`config.mk`:
```
export PLATFORM = sky130hd
export DESIGN_NAME = hazard_unit
export DESIGN_NICKNAME = d
export VERILOG_FILES = /design/src/rtl/hazard_unit.sv
export SDC_FILE = /design/constraint.sdc
export NUM_CORES = 1
export LEC_CHECK = 0
export BUFFER_PORTS_ARGS = -buffer_cell sky130_fd_sc_hd__buf_2
export CORE_ASPECT_RATIO = 1.75
export CORE_MARGIN = 2
export CORE_UTILIZATION = 30
export DETAILED_ROUTE_END_ITERATION = 8
export GPL_ROUTABILITY_DRIVEN = 0
export PLACE_DENSITY_LB_ADDON = 0.1
export SLEW_MARGIN = 15
export SYNTH_ARGS = -nofsm -noshare
export SYNTH_HDL_FRONTEND = slang
export SYNTH_SLANG_ARGS = --single-unit
```
`constraint.sdc`:
```
create_clock -name clock -period 2.5 [get_ports clock]
set_input_delay 0.125 -clock clock [delete_from_list [all_inputs] [get_ports clock]]
set_output_delay 0.125 -clock clock [all_outputs]
set_load 0.005 [all_outputs]
```
`src/rtl/hazard_unit.sv`:
```
// ID-stage hazard detector for the pipelined LEGLite core: tracks in-flight
// destination registers and produces nop/stall/flush plus saturating event counters.
module hazard_unit #(
  parameter int unsigned FORWARDING = 0,
  parameter int unsigned CNT_W      = 16
) (
  input  logic             clock,
  input  logic             reset,
  input  logic             id_valid,
  input  logic [2:0]       id_opcode,
  input  logic [2:0]       id_rn,
  input  logic [2:0]       id_rm,
  input  logic [2:0]       id_rd,
  input  logic             br_taken,
  output logic             nop,
  output logic             stall,
  output logic             flush,
  output logic [CNT_W-1:0] stall_cnt,
  output logic [CNT_W-1:0] flush_cnt
);

  localparam logic [2:0] OP_ADD  = 3'd0;
  localparam logic [2:0] OP_SUB  = 3'd1;
  localparam logic [2:0] OP_LD   = 3'd3;
  localparam logic [2:0] OP_ST   = 3'd4;
  localparam logic [2:0] OP_CBZ  = 3'd5;
  localparam logic [2:0] OP_ADDI = 3'd6;
  localparam logic [2:0] OP_ANDI = 3'd7;

  localparam logic [CNT_W-1:0] CNT_MAX = {CNT_W{1'b1}};
  localparam logic [CNT_W-1:0] CNT_ONE = {{(CNT_W-1){1'b0}}, 1'b1};

  logic       use_rn_s, use_rm_s, use_rd_s;
  logic       dec_wr_s, dec_ld_s;
  logic       hazard_s;
  logic       nop_s, stall_s, flush_s;
  logic       ex_wr_r, ex_ld_r, mem_wr_r;
  logic [2:0] ex_dst_r, mem_dst_r;
  logic [CNT_W-1:0] stall_cnt_r, flush_cnt_r;

  // Without forwarding any writer still in EX or MEM blocks a reader;
  // with forwarding only a load sitting in EX does.
  function automatic logic src_hit(input logic [2:0] src);
    logic ex_hit, mem_hit;
    ex_hit  = ex_wr_r && (ex_dst_r == src);
    mem_hit = mem_wr_r && (mem_dst_r == src);
    if (FORWARDING != 32'd0) begin
      return ex_hit && ex_ld_r;
    end else begin
      return ex_hit || mem_hit;
    end
  endfunction

  function automatic logic [CNT_W-1:0] sat_inc(input logic [CNT_W-1:0] v);
    if (v == CNT_MAX) begin
      return v;
    end else begin
      return v + CNT_ONE;
    end
  endfunction

  // Decode which register fields the ID instruction reads and whether it writes.
  always_comb begin
    use_rn_s = 1'b0;
    use_rm_s = 1'b0;
    use_rd_s = 1'b0;
    dec_wr_s = 1'b0;
    dec_ld_s = 1'b0;
    if (id_valid) begin
      case (id_opcode)
        OP_ADD, OP_SUB: begin
          use_rn_s = 1'b1;
          use_rm_s = 1'b1;
          dec_wr_s = 1'b1;
        end
        OP_LD: begin
          use_rn_s = 1'b1;
          dec_wr_s = 1'b1;
          dec_ld_s = 1'b1;
        end
        OP_ST: begin
          use_rn_s = 1'b1;
          use_rd_s = 1'b1;
        end
        OP_CBZ: begin
          use_rd_s = 1'b1;
        end
        OP_ADDI, OP_ANDI: begin
          use_rn_s = 1'b1;
          dec_wr_s = 1'b1;
        end
        default: begin
          use_rn_s = 1'b0;
        end
      endcase
    end else begin
      use_rn_s = 1'b0;
    end
  end

  // Hazard detection and output priority: reset, then flush, then stall.
  always_comb begin
    hazard_s = (use_rn_s && src_hit(id_rn)) ||
               (use_rm_s && src_hit(id_rm)) ||
               (use_rd_s && src_hit(id_rd));
    nop_s    = 1'b0;
    stall_s  = 1'b0;
    flush_s  = 1'b0;
    if (!reset) begin
      nop_s = 1'b1;
    end else if (br_taken) begin
      nop_s   = 1'b1;
      flush_s = 1'b1;
    end else if (hazard_s) begin
      nop_s   = 1'b1;
      stall_s = 1'b1;
    end else begin
      nop_s = 1'b0;
    end
  end

  assign nop       = nop_s;
  assign stall     = stall_s;
  assign flush     = flush_s;
  assign stall_cnt = stall_cnt_r;
  assign flush_cnt = flush_cnt_r;

  // Scoreboard advance: EX moves to MEM unless squashed, ID enters EX unless bubbled.
  always_ff @(posedge clock) begin
    if (!reset) begin
      ex_wr_r   <= 1'b0;
      ex_ld_r   <= 1'b0;
      ex_dst_r  <= 3'd0;
      mem_wr_r  <= 1'b0;
      mem_dst_r <= 3'd0;
    end else begin
      mem_wr_r  <= br_taken ? 1'b0 : ex_wr_r;
      mem_dst_r <= br_taken ? 3'd0 : ex_dst_r;
      ex_wr_r   <= nop_s ? 1'b0 : dec_wr_s;
      ex_ld_r   <= nop_s ? 1'b0 : dec_ld_s;
      ex_dst_r  <= nop_s ? 3'd0 : id_rd;
    end
  end

  // Saturating performance counters.
  always_ff @(posedge clock) begin
    if (!reset) begin
      stall_cnt_r <= {CNT_W{1'b0}};
      flush_cnt_r <= {CNT_W{1'b0}};
    end else begin
      if (stall_s) begin
        stall_cnt_r <= sat_inc(stall_cnt_r);
      end
      if (flush_s) begin
        flush_cnt_r <= sat_inc(flush_cnt_r);
      end
    end
  end

endmodule

```
==> flow_summary.ini <==
[timing]
final-max-slew-violation-count = 0
holdWs_ps = 129
tns_ps = 0
timing.final.setup_violations = 0
worst_clock_skew_ps = 4.39
period_needed_ps = 2270
clock.fmax_mhz = 441
unrepaired_setup_endpoints_after_global_routing = no
layout_worst_path_cycle_share_pct = 90.7
slew_headroom_pct = 42.7
hold_vio_cnt_final = 0
timing_worst_slew_pin_value_ps = 855

[global_route]
initial_antenna_violation_count = 0
groute.usage.overall_pct = 14.7
grt_start_max_net_pins = 24
total_overflow_reported_by_the_global_router = 0
first_global_vias = 1797
wire_length_of_the_first_global_routing_pass_um = 8630

[place]
hpwlAfterDp_um = 3830
post_dp_cell_area_um2 = 2400
placement.io_buffers = 50

[pwr]
design_power_total_mw = 1.38
p_int_mw = 1.07
switching_fraction_of_total_power_pct = 22.2
power_switching_mw = 0.306
leakage_power_total_nw = 1.00
seq_power_share_pct = 47.3
peakVddDrop_uv = 308
power.share.combinational_pct = 5.8
cellPowerDensity_nw_per_um2 = 542
clockPowerShare_pct = 46.9

[worst_setup_path]
regToRegEndpoint = stall_cnt[6]$_SDFFE_PN0P_
path_class = reg -> reg
worstRegToRegCells = 8
rrSetupSlack_ps = 230
critPathCaptureType = register
critical_path_arrival_ps = 2480
crit_path_start = stall_cnt[0]$_SDFFE_PN0P_
cp_max_fo = 9
startpoint_type = register
crit-reg2reg-launch = stall_cnt[0]$_SDFFE_PN0P_
worst_setup_path_endpoint = stall_cnt[6]$_SDFFE_PN0P_
worst-endpoint-required_ps = 2720

[min_path]
min-delay-path-class = in -> reg

[clock_network]
numCtsBuffers = 5
clock_sink_count = 40
cts_tree = done
clk_pin_slew_worst_paths_ps = 60
cts.repair.resized = 0
clock_tree.root_cell = sky130_fd_sc_hd__clkbuf_16
cts_buffer_depth = 2
number_of_h_tree_branching_levels = 2
clkLatencyLatePin_ps = 280
cts.repair_timing.setup_buffer_count = 0
cts_hold_buf = 0

[status]
outcome = complete, no violations

[drt]
vias = 1864
wl_per_cell_um = 13.6
remaining_routing_drc_violations = 0
drtAntennaViolNets = 0
dr.pass1.iters = 4
first_drt_iteration_drcs = 90
drt_via_density = 4.98
wirelength_um = 5100

[yosys]
synth_mux_area_share_pct = 2.46
syn_avg_cell_area_um2 = 8.63
synth_sequential_area_ratio_pct = 39.3
main_combinational_cell_family_by_area_after_synthesis = simple AND/OR/NAND/NOR gates
synth_enable_flop_cells = 0
yosysWarningCount = 0
mappedNetlistArea_um2 = 2040
synthTopCellsByArea = sky130_fd_sc_hd__dfxtp_1 39%, sky130_fd_sc_hd__xnor2_1 11%, sky130_fd_sc_hd__nand4_1 4.6%
synthesis_stage_register_bit_count = 40
synth_compound_area_share_pct = 10.7
synth_largest_type_area_fraction_pct = 39.3
yosys.area_share.xor_xnor_pct = 13.8
synthSimpleGateAreaFrac_pct = 28.8
async_flop_share_pct = 0
netlist-cell-type-count = 37
instance_count_of_the_mapped_netlist = 236
synth_top_cell_by_area = sky130_fd_sc_hd__dfxtp_1
synth_ff_type = sky130_fd_sc_hd__dfxtp_1
postSynthNetCount = 254
post_synth_fa_ha_maj_area_fraction_pct = 1.23

[die]
die_area_um2 = 7490
die_span_y_um = 113
initial_core_util_pct = 31.2
num_io_pins = 51
die_span_x_um = 66.3
core_area_um2 = 6540
floorplan.rows = 39

[final_layout]
post-route-cell-area_um2 = 2550
n_fill_cell = 703
fin_nets = 309
area_delta_synth_final_pct = 25.1
final_util_pct = 39.0
post_route_cells_drive_above_1_share_pct = 23.3
n_antenna_cell = 0

[job]
timing.max_cap.violations = 0
==> through the flow <==
stage	instances	setup slack (ps)
2_1_floorplan	236	476
3_3_place_gp	366	96.1
3_5_place_dp	366	238
4_1_cts	374	230
5_1_grt	374	88.8
6_report	374	233
==> sequential cells by signal, summed over array words and instances, names as in the netlist <==
| signal | count |
|---|---|
| flush_cnt | 16 |
| ex_wr_r | 1 |
| mem_wr_r | 1 |
| ex_dst_r | 3 |
| stall_cnt | 16 |
| mem_dst_r | 3 |
==> kinds of logic (layout without fill, tap and decap cells) <==
kind of cell | after synthesis | count (layout)
AND/OR/NAND/NOR | 108 | 108
flip-flops | 40 | 40
AO/OA/AOI/OAI | 33 | 33
XOR/XNOR | 32 | 32
buffers and inverters | 16 | 72
multiplexers | 5 | 5
adder cells (fa/ha/maj) | 2 | 2
==> worst min path at each step <==
stage                         from                endpoint  depth (start not counted)
after floorplan           id_rd[0]  ex_dst_r[0]$_SDFF_PP0_                          1
after global placement    id_rd[0]  ex_dst_r[0]$_SDFF_PP0_                          2
after detailed placement  id_rd[0]  ex_dst_r[0]$_SDFF_PP0_                          2
after CTS                 id_rd[0]  ex_dst_r[0]$_SDFF_PP0_                          2
after global routing      id_rd[0]  ex_dst_r[0]$_SDFF_PP0_                          2
final                     id_rd[0]  ex_dst_r[0]$_SDFF_PP0_                          2
==> power by group through the flow <==
| stage | clock [mW] | sequential [mW] | combinational (mW) |
|---|---|---|---|
| final | 0.648 | 0.652 | 0.0807 |
| after global routing | 0.697 | 0.653 | 0.0908 |
| after CTS | 0.674 | 0.652 | 0.0822 |
| after detailed placement | 0 | 0.666 | 0.0821 |
| after global placement | 0 | 0.667 | 0.0820 |
| after floorplan | 0 | 0.665 | 0.0438 |
==> cells in the mapped netlist (all sizes together), types with 2 or more instances <==
cell type and n:
a21oi 13, and3 8, mux2i 5, nand2b 4
or3 5, nor3 2, clkbuf 3, o21ai 6
xnor2 25, ha 2, and2 7, or4 8
o31ai 8, nor4 5, nand3 8, buf 5
inv 8, xor2 7, nand4 16, nor2 20
nand2 21, dfxtp 40
==> area by class of cell <==
type                            count  area [um2]  area share, %
Clock inverter                      2        10.0          0.393
Timing Repair Buffer               56         295           11.6
Multi-Input combinational cell    180        1170           45.9
Clock buffer                        6         139           5.45
Inverter                            8        30.0           1.18
Sequential cell                    40         801           31.4
Tap cell                           82         103           4.03
==> placed cells by master (no fill, tap or decap), types with 2 or more instances in the layout <==
cell type / synthesis / routed
sky130_fd_sc_hd__nor2_1: 19 / 19
sky130_fd_sc_hd__and3_1: 8 / 8
sky130_fd_sc_hd__buf_4: 1 / 6
sky130_fd_sc_hd__xor2_1: 7 / 7
sky130_fd_sc_hd__and2_1: 7 / 7
sky130_fd_sc_hd__nand2_1: 21 / 21
sky130_fd_sc_hd__or4_1: 8 / 8
sky130_fd_sc_hd__xnor2_1: 25 / 25
sky130_fd_sc_hd__clkbuf_16: 0 / 5
sky130_fd_sc_hd__nor4_1: 5 / 5
sky130_fd_sc_hd__buf_2: 3 / 50
sky130_fd_sc_hd__clkinv_2: 0 / 2
sky130_fd_sc_hd__o31ai_1: 7 / 7
sky130_fd_sc_hd__inv_1: 8 / 8
sky130_fd_sc_hd__nand2b_1: 4 / 4
sky130_fd_sc_hd__or3_1: 5 / 5
sky130_fd_sc_hd__dfxtp_1: 40 / 40
sky130_fd_sc_hd__o21ai_0: 6 / 6
sky130_fd_sc_hd__nand3_1: 8 / 8
sky130_fd_sc_hd__nor3_1: 2 / 2
sky130_fd_sc_hd__a21oi_1: 13 / 13
sky130_fd_sc_hd__ha_1: 2 / 2
sky130_fd_sc_hd__mux2i_1: 5 / 5
sky130_fd_sc_hd__nand4_1: 15 / 15
==> critical path, cell delays in order (launching register included) <==
cell                      delay (ps)
sky130_fd_sc_hd__dfxtp_1         360
sky130_fd_sc_hd__ha_1            240
sky130_fd_sc_hd__nand2_1         110
sky130_fd_sc_hd__or4_1           260
sky130_fd_sc_hd__nor2_2           90
sky130_fd_sc_hd__buf_4           170
sky130_fd_sc_hd__or4b_1          520
sky130_fd_sc_hd__or3_1           320
sky130_fd_sc_hd__a21oi_1         130
==> metal layers <==
metal,vias to the layer above,part of all wire [%],GRT usage (%)
met1,864,43,17.3
met3,7,4.2,2.98
met5,-,0,0
li1,952,-,-
met4,0,1.6,5.71
met2,41,51,25.5
Note: power is estimated with default switching activity, not from simulation.
